==> config.mk <==
export PLATFORM = sky130hd
export DESIGN_NAME = fifo_rd_packer
export DESIGN_NICKNAME = d
export VERILOG_FILES = /design/src/rtl/fifo_rd_packer.sv
export SDC_FILE = /design/constraint.sdc
export NUM_CORES = 1
export LEC_CHECK = 0
export BUFFER_PORTS_ARGS = -buffer_cell sky130_fd_sc_hd__buf_2
export CORE_ASPECT_RATIO = 1.2
export CORE_MARGIN = 5
export CORE_UTILIZATION = 55
export DETAILED_ROUTE_END_ITERATION = 10
export PLACE_DENSITY_LB_ADDON = 0.25
export SETUP_SLACK_MARGIN = 0.02
export SLEW_MARGIN = 25
export SYNTH_ARGS = -nofsm -noshare
export SYNTH_HDL_FRONTEND = slang
export SYNTH_SLANG_ARGS = --single-unit
==> constraint.sdc <==
create_clock -name rclk -period 3.86 [get_ports rclk]
set_input_delay 0.965 -clock rclk [delete_from_list [all_inputs] [get_ports rclk]]
set_output_delay 0.965 -clock rclk [all_outputs]
set_load 0.01 [all_outputs]
==> src/rtl/fifo_rd_packer.sv <==
// Read-side packer for the async FIFO: pops DATA_WIDTH entries, packs PACK_RATIO of
// them into one wide word on a valid/ready stream, with flush of partial words.
module fifo_rd_packer #(
  parameter int unsigned DATA_WIDTH = 8,
  parameter int unsigned PACK_RATIO = 4,
  parameter int unsigned CNT_W      = 3,
  parameter int unsigned WCNT_W     = 16
) (
  input  logic                             rclk,
  input  logic                             rrst,
  input  logic                             rempty,
  input  logic [DATA_WIDTH-1:0]            rdata,
  output logic                             rinc,
  input  logic                             flush,
  output logic                             out_valid,
  input  logic                             out_ready,
  output logic [DATA_WIDTH*PACK_RATIO-1:0] out_data,
  output logic [CNT_W-1:0]                 out_count,
  output logic                             flush_done,
  output logic [WCNT_W-1:0]                words_out
);

  localparam int unsigned OW = DATA_WIDTH * PACK_RATIO;

  typedef enum logic [1:0] {ACC, FULL, FLUSH} state_e;

  state_e            state;
  logic [OW-1:0]     acc_q, acc_d;
  logic [CNT_W-1:0]  acc_cnt_q, acc_cnt_d;
  logic              flush_pending_q, flush_pending_d;
  logic              out_valid_q, out_valid_d;
  logic [OW-1:0]     out_data_q, out_data_d;
  logic [CNT_W-1:0]  out_count_q, out_count_d;
  logic              flush_done_q, flush_done_d;
  logic [WCNT_W-1:0] words_q, words_d;
  logic              out_free, has_data, xfer, pop;

  // State is a decoded view of acc_cnt and flush_pending, not a separate register.
  always_comb begin
    if (flush_pending_q)                          state = FLUSH;
    else if (acc_cnt_q == CNT_W'(PACK_RATIO))     state = FULL;
    else                                          state = ACC;
  end

  always_comb begin
    out_free = !out_valid_q || out_ready;
    has_data = (acc_cnt_q != '0);
    xfer     = 1'b0;
    unique case (state)
      ACC:     xfer = 1'b0;
      FULL:    xfer = out_free;
      FLUSH:   xfer = out_free && has_data;
      default: xfer = 1'b0;
    endcase
    pop  = !rrst && !rempty && ((state == ACC) || (state == FULL && xfer));
    rinc = pop;
  end

  always_comb begin
    acc_d           = acc_q;
    acc_cnt_d       = acc_cnt_q;
    out_valid_d     = out_valid_q;
    out_data_d      = out_data_q;
    out_count_d     = out_count_q;
    words_d         = words_q;
    flush_done_d    = (state == FLUSH) && (xfer || !has_data);
    flush_pending_d = (state == FLUSH) ? !flush_done_d : flush;

    if (out_valid_q && out_ready) begin
      out_valid_d = 1'b0;
      words_d     = words_q + 1'b1;
    end

    if (xfer) begin
      out_valid_d = 1'b1;
      out_data_d  = acc_q;
      out_count_d = acc_cnt_q;
      acc_d       = '0;
      acc_cnt_d   = '0;
    end

    // After an xfer acc_cnt_d is zero, so a same-cycle pop lands in lane 0.
    if (pop) begin
      for (int unsigned i = 0; i < PACK_RATIO; i++) begin
        if (CNT_W'(i) == acc_cnt_d) acc_d[i*DATA_WIDTH +: DATA_WIDTH] = rdata;
      end
      acc_cnt_d = acc_cnt_d + 1'b1;
    end
  end

  always_ff @(posedge rclk or posedge rrst) begin
    if (rrst) begin
      acc_q           <= '0;
      acc_cnt_q       <= '0;
      flush_pending_q <= 1'b0;
      out_valid_q     <= 1'b0;
      out_data_q      <= '0;
      out_count_q     <= '0;
      flush_done_q    <= 1'b0;
      words_q         <= '0;
    end else begin
      acc_q           <= acc_d;
      acc_cnt_q       <= acc_cnt_d;
      flush_pending_q <= flush_pending_d;
      out_valid_q     <= out_valid_d;
      out_data_q      <= out_data_d;
      out_count_q     <= out_count_d;
      flush_done_q    <= flush_done_d;
      words_q         <= words_d;
    end
  end

  assign out_valid  = out_valid_q;
  assign out_data   = out_data_q;
  assign out_count  = out_count_q;
  assign flush_done = flush_done_q;
  assign words_out  = words_q;

endmodule

=== After elaboration in Yosys (flattened, before gate mapping) ===
Index checks and enable logic that the tools add are counted.

* Register bits: 89
* Input bits: 13
* Output and inout bits: 54
* Word-level logic and storage cells: 48

* Add/subtract/negate cells: 2
* Equal/unequal tests: 6
* Muxes and demuxes: 14
* Reductions and logical operators: 18

{| class="wikitable"
|+ Operators by type and width
! cell !! count
|-
| $mux W32 || 2
|-
| $mux W8 || 4
|-
| $add A16 B1 Y16 const B || 1
|-
| $eq A2 B3 Y1 const A || 2
|-
| $logic_and A1 B1 Y1 || 6
|-
| $mux W3 || 2
|-
| $logic_not A1 Y1 || 5
|-
| $mux W1 || 4
|-
| $add A3 B1 Y3 const B || 1
|-
| $eq A1 B3 Y1 const A || 1
|-
| $eq A3 B3 Y1 const B || 1
|-
| $logic_not A3 Y1 || 1
|-
| $logic_or A1 B1 Y1 || 3
|-
| $reduce_bool A3 Y1 || 1
|-
| $eq A2 B1 Y1 const B || 1
|-
| $eq A2 B2 Y1 const B || 1
|-
| $logic_not A2 Y1 || 1
|-
| $mux W2 || 1
|-
| $pmux W1 S2 || 1
|-
| $reduce_bool A2 Y1 || 1
|}

=== Longest topological paths before layout ===
* Depth after elaboration: 9
* Mapped depth: 13
* Mapped depth without buffers: 9

=== Worst setup path before layout ===
Ideal clock, no wire load.

* Path type: input -> register
* From: input port out_ready
* To: register acc_q[29]
* Setup time: 0.127 ns
* Arrival time: 2.550 ns
* Data required time: 3.733 ns
* Slack: 1.183 ns
* Cell stages on the path: 12
* Path buffers: 3
* Cell sequence: nor2b_1 a21o_1 clkbuf_1 buf_2 nand2_1 inv_1 ha_1 ha_1 o211ai_2 buf_2 nand3_1 o21ai_0

* Word-level cells in the longest chain between the ends: 7
* Elaborated cells on any way between the ends: 11
* Those cells by class: eq/ne: 1; mux: 5; reduce/logical: 5

{| class="wikitable"
|+ Ends and longest elaborated chain
! what !! RTL line !! text
|-
| from (decl) || 16 || <nowiki>input logic out_ready,</nowiki>
|-
| $logic_or A1 B1 Y1 * || 46 || <nowiki>out_free = !out_valid_q || out_ready;</nowiki>
|-
| $logic_and A1 B1 Y1 || 52 || <nowiki>FLUSH: xfer = out_free && has_data;</nowiki>
|-
| $pmux W1 S2 * || 49 || <nowiki>unique case (state)</nowiki>
|-
| $mux W3 / $logic_and A1 B1 Y1 (equally long branches) || 74, 55 ||
|-
| $eq A2 B3 Y1 / $logic_or A1 B1 Y1 (equally long branches) || 85, 55 ||
|-
| $mux W8 / $logic_and A1 B1 Y1 (equally long branches) || 85, 55 ||
|-
| $mux W32 * || 83 || <nowiki>if (pop) begin</nowiki>
|-
| via acc_d[29] || 28 || <nowiki>logic [OW-1:0] acc_q, acc_d;</nowiki>
|-
| to (signal assigned) || 93 || <nowiki>acc_q <= '0;</nowiki>
|-
| to (signal assigned) || 102 || <nowiki>acc_q <= acc_d;</nowiki>
|-
| to (decl) || 28 ||
|}

Mark *: on every way through the listed nets, which the timed path passes. The rest lies on a longest branch.
A chain may end at the register's enable or synchronous reset.

=== Worst setup path after layout ===
* From: input port rrst
* To: output port rinc

* Word-level cells in the longest chain between the ends: 3

{| class="wikitable"
|+ Ends and longest elaborated chain
! what !! RTL line !! text
|-
| from (decl) || 10 || <nowiki>input logic rrst,</nowiki>
|-
| $logic_not A1 Y1 (no line) || - ||
|-
| $logic_and A1 B1 Y1 (2 in series) || 55 || <nowiki>pop = !rrst && !rempty && ((state == ACC) || (state == FULL && xfer));</nowiki>
|-
| to (decl) || 13 || <nowiki>output logic rinc,</nowiki>
|}

No other way between the ends.

==> results.sh <==
export IMPL_status="complete, no violations"
export IMPL_port_buffer_count=66
export IMPL_groute_layer_met3_usage_pct=4.722
export IMPL_syn_to_final_growth_pct=16.25
export IMPL_synthesis_area_per_instance_um2=10.24
export IMPL_slew_headroom_pct=55.77
export IMPL_drt_pre_antenna_iters=4
export IMPL_critical_path_reg2reg_startpoint="acc_cnt_q[0]"
export IMPL_avgRoutedWirePerCell_um=14.04
export IMPL_final_nets=446
export IMPL_grt_pass1_wl_mm=12.56
export IMPL_worst_slack_ns=1.020
export IMPL_synth_lib_cells_used_distinct=29
export IMPL_dieArea_mm2=0.008402
export IMPL_gr_usage_all_layers_pct=18.40
export IMPL_setup_worst_path_start="rrst"
export IMPL_setup_reg_to_reg_worst_slack_ns=1.39
export IMPL_most_used_routing_layer="met2"
export IMPL_floorplan_initialDensity_pct=56.85
export IMPL_detail_route_wirelength_mm=7.246
export IMPL_number_of_antenna_violations_at_the_first_check_in_global_routing=0
export IMPL_first_global_vias=2628
export IMPL_holdPathStages=2
export IMPL_cts_htree_levels=3
export IMPL_finalSetupTns_ns=0
export IMPL_drt_antenna_violating_nets=0
export IMPL_critical_path_endpoint_type="primary output"
export IMPL_p_switching_mw=0.9885
export IMPL_worstSetupStartpointType="primary input"
export IMPL_hold_buffers=0
export IMPL_post_synth_top_count_cell="sky130_fd_sc_hd__nand2_1"
export IMPL_grtUsageMet1_pct=24.99
export IMPL_synthTopCellsByCount="sky130_fd_sc_hd__nand2_1, sky130_fd_sc_hd__dfrtp_1, sky130_fd_sc_hd__mux2i_1"
export IMPL_cts_tree="done"
export IMPL_detailedPlace_worstSlack_ns=1.017
export IMPL_cellInternalPower_mw=1.827
export IMPL_worstReg2RegEnd="acc_q[26]"
export IMPL_worst_setup_path_type="primary input to primary output"
export IMPL_power_frac_seq_pct=49.8
export IMPL_worstPathRequired_ns=2.89
export IMPL_timing_hold_worst_endpoint="out_data[6]"
export IMPL_mappedNetlistNets=377
export IMPL_num_vias=2638
export IMPL_fill_cells=545
export IMPL_synth_top_cell_area_share_pct=60.77
export IMPL_maxCapViolations=0
export IMPL_final_period_utilization_pct=73.58
export IMPL_dominantRegCellSynth="sky130_fd_sc_hd__dfrtp_1"
export IMPL_gp_routability_congestion=0.7306
export IMPL_switching_share_pct=35.11
export IMPL_tightest_slew_ns=0.6615
export IMPL_coreArea_mm2=0.006446
export IMPL_combinationalPowerShare_pct=28.6
export IMPL_reg2reg_depth=9
export IMPL_gr_total_overflow=0
export IMPL_drive_above_1_share_pct=21.81
export IMPL_grt_met2_usage_pct=28.87
export IMPL_rsz0062_at_grt="no"
export IMPL_starting_drt_drc_count=128
export IMPL_io_pins=67
export IMPL_hp_class="register to register"
export IMPL_row_count=32
export IMPL_fmaxAchievable_mhz=352.1
export IMPL_critical_path_max_fanout=7
export IMPL_die_w_um=84.52
export IMPL_avgViaCountPerCell=5.112
export IMPL_power_leakage_nw=2.506
export IMPL_syn_instance_count=358
export IMPL_yosysWarnings=0
export IMPL_cts_max_path_buffers=2
export IMPL_cts_repair_timing_setup_buffer_count=0
export IMPL_post_cts_resized=0
export IMPL_hold_viol=0
export IMPL_ys_seq_area_share_pct=60.77
export IMPL_fin_crit_ns=2.840
export IMPL_synth_top_area_cell="sky130_fd_sc_hd__dfrtp_1"
export IMPL_clock_latency_ns=0.35
export IMPL_clockRootBuffer="sky130_fd_sc_hd__clkbuf_8"
export IMPL_worstPathArrival_ns=1.88
export IMPL_clk_pin_slew_ns=0.08
export IMPL_drc=0
export IMPL_synth_enable_flop_cells=0
export IMPL_hold_path_startpoint="acc_q[6]"
export IMPL_cts_buffers=9
export IMPL_ffs_w_async_s_r_synth_pct=100.0
export IMPL_top_cells_by_area_in_the_synthesized_netlist="sky130_fd_sc_hd__dfrtp_1, sky130_fd_sc_hd__nand2_1, sky130_fd_sc_hd__mux2i_1, sky130_fd_sc_hd__xnor2_1, sky130_fd_sc_hd__nand3_1"
export IMPL_clock_power_share_pct=21.6
export IMPL_final_setup_viol_count=0
export IMPL_grt_max_degree=65
export IMPL_numClockSinks=89
export IMPL_die_h_um=99.42
export IMPL_dp_final_hpwl_mm=4.935
export IMPL_synth_seq_cells=89
export IMPL_netlist_area_before_placement_mm2=0.003665
export IMPL_report_final_slew_viol_count=0
export IMPL_antenna_diode_count=0
export IMPL_peakVddDrop_v=0.0003281
export IMPL_fin_worst_skew_ns=0.007037
export IMPL_power_density_over_the_cells_mw_per_mm2=660.9
[power by group through the flow]
| stage | Combinational [mW] | Sequential, mW | Clock [mW] |
|---|---|---|---|
| global route | 0.911 | 1.45 | 0.666 |
| CTS | 0.818 | 1.40 | 0.625 |
| finish | 0.804 | 1.40 | 0.608 |
| detailed placement | 0.812 | 1.42 | 0 |
| floorplan | 0.470 | 1.46 | 0 |
| global placement | 0.785 | 1.41 | 0 |
[metrics by stage]
step	power (mW)	instances	cell area [um2]	hold slack [ns]	util, %
finish	2.816	516	4260	0.4656	66.09
global route	3.022	516	4260	0.4958	66.09
CTS	2.847	516	4260	0.4688	66.09
detailed placement	2.231	501	4078	0.4485	63.26
global placement	2.192	501	4074	0.4482	63.20
floorplan	1.933	358	3665	0.4384	-
[kinds of logic (layout without fill, tap and decap cells)]
logic type | count (synthesis) | in the layout | synth area share [%]
simple gates | 177 | 177 | 19.90
flops | 89 | 89 | 60.77
mux | 26 | 26 | 7.170
buf+inv | 26 | 99 | 3.175
compound gates | 18 | 18 | 3.107
xor+xnor | 16 | 16 | 3.824
fa+ha+maj | 6 | 6 | 2.048
[placed cells by master (no fill, tap or decap), drive strengths merged]
cell,n
buf,71
or3b,1
bufinv,1
a21o,1
mux2,2
clkbuf,9
o31ai,1
ha,6
nor2,6
nor2b,2
dfrtp,89
nor3,4
and3,1
nand2,139
xor2,5
nand2b,1
o21a,1
nand4,4
o21ai,12
inv,13
a21oi,1
mux2i,24
and4,1
clkinv,5
xnor2,11
nand3,18
a32o,1
o211ai,1
[state kept, by name, indices dropped and copies added (netlist names)]
name             count
flush_done           1
words_out           16
out_data            32
acc_q               32
flush_pending_q      1
out_count            3
out_valid            1
acc_cnt_q            3
[how the worst max path moves through the flow]
| stage | cells after the start | slack (ns) | endpoint |
|---|---|---|---|
| after global routing | 4 | 0.94 | rinc |
| after CTS | 4 | 1.02 | rinc |
| final | 4 | 1.02 | rinc |
| after global placement | 4 | 1.08 | rinc |
| after detailed placement | 4 | 1.02 | rinc |
| after floorplan | 1 | 0.59 | acc_cnt_q[0] |
[layer usage]
metal	vias to the layer above	share of wire, %
met5	-	0
met4	0	1.3
met3	10	5.2
met2	71	47
met1	1273	46
li1	1284	-
[area by class of cell]
class                      count  area [um2]  share of cell area (%)
inverter                      13       53.80                   1.263
clock buffer                   9       123.9                   2.907
tap                           85       106.4                   2.496
multi-input combinational    243        1323                   31.04
timing repair buffer          71       367.9                   8.634
sequential                    89        2227                   52.28
clock inverter                 6       58.81                   1.380
[worst max-delay path, stage by stage]
cell and delay [ns]:
sky130_fd_sc_hd__buf_2 0.12, sky130_fd_sc_hd__nor3_2 0.37, sky130_fd_sc_hd__o21a_1 0.26, sky130_fd_sc_hd__buf_2 0.15
(Power assumes the default switching activity.)
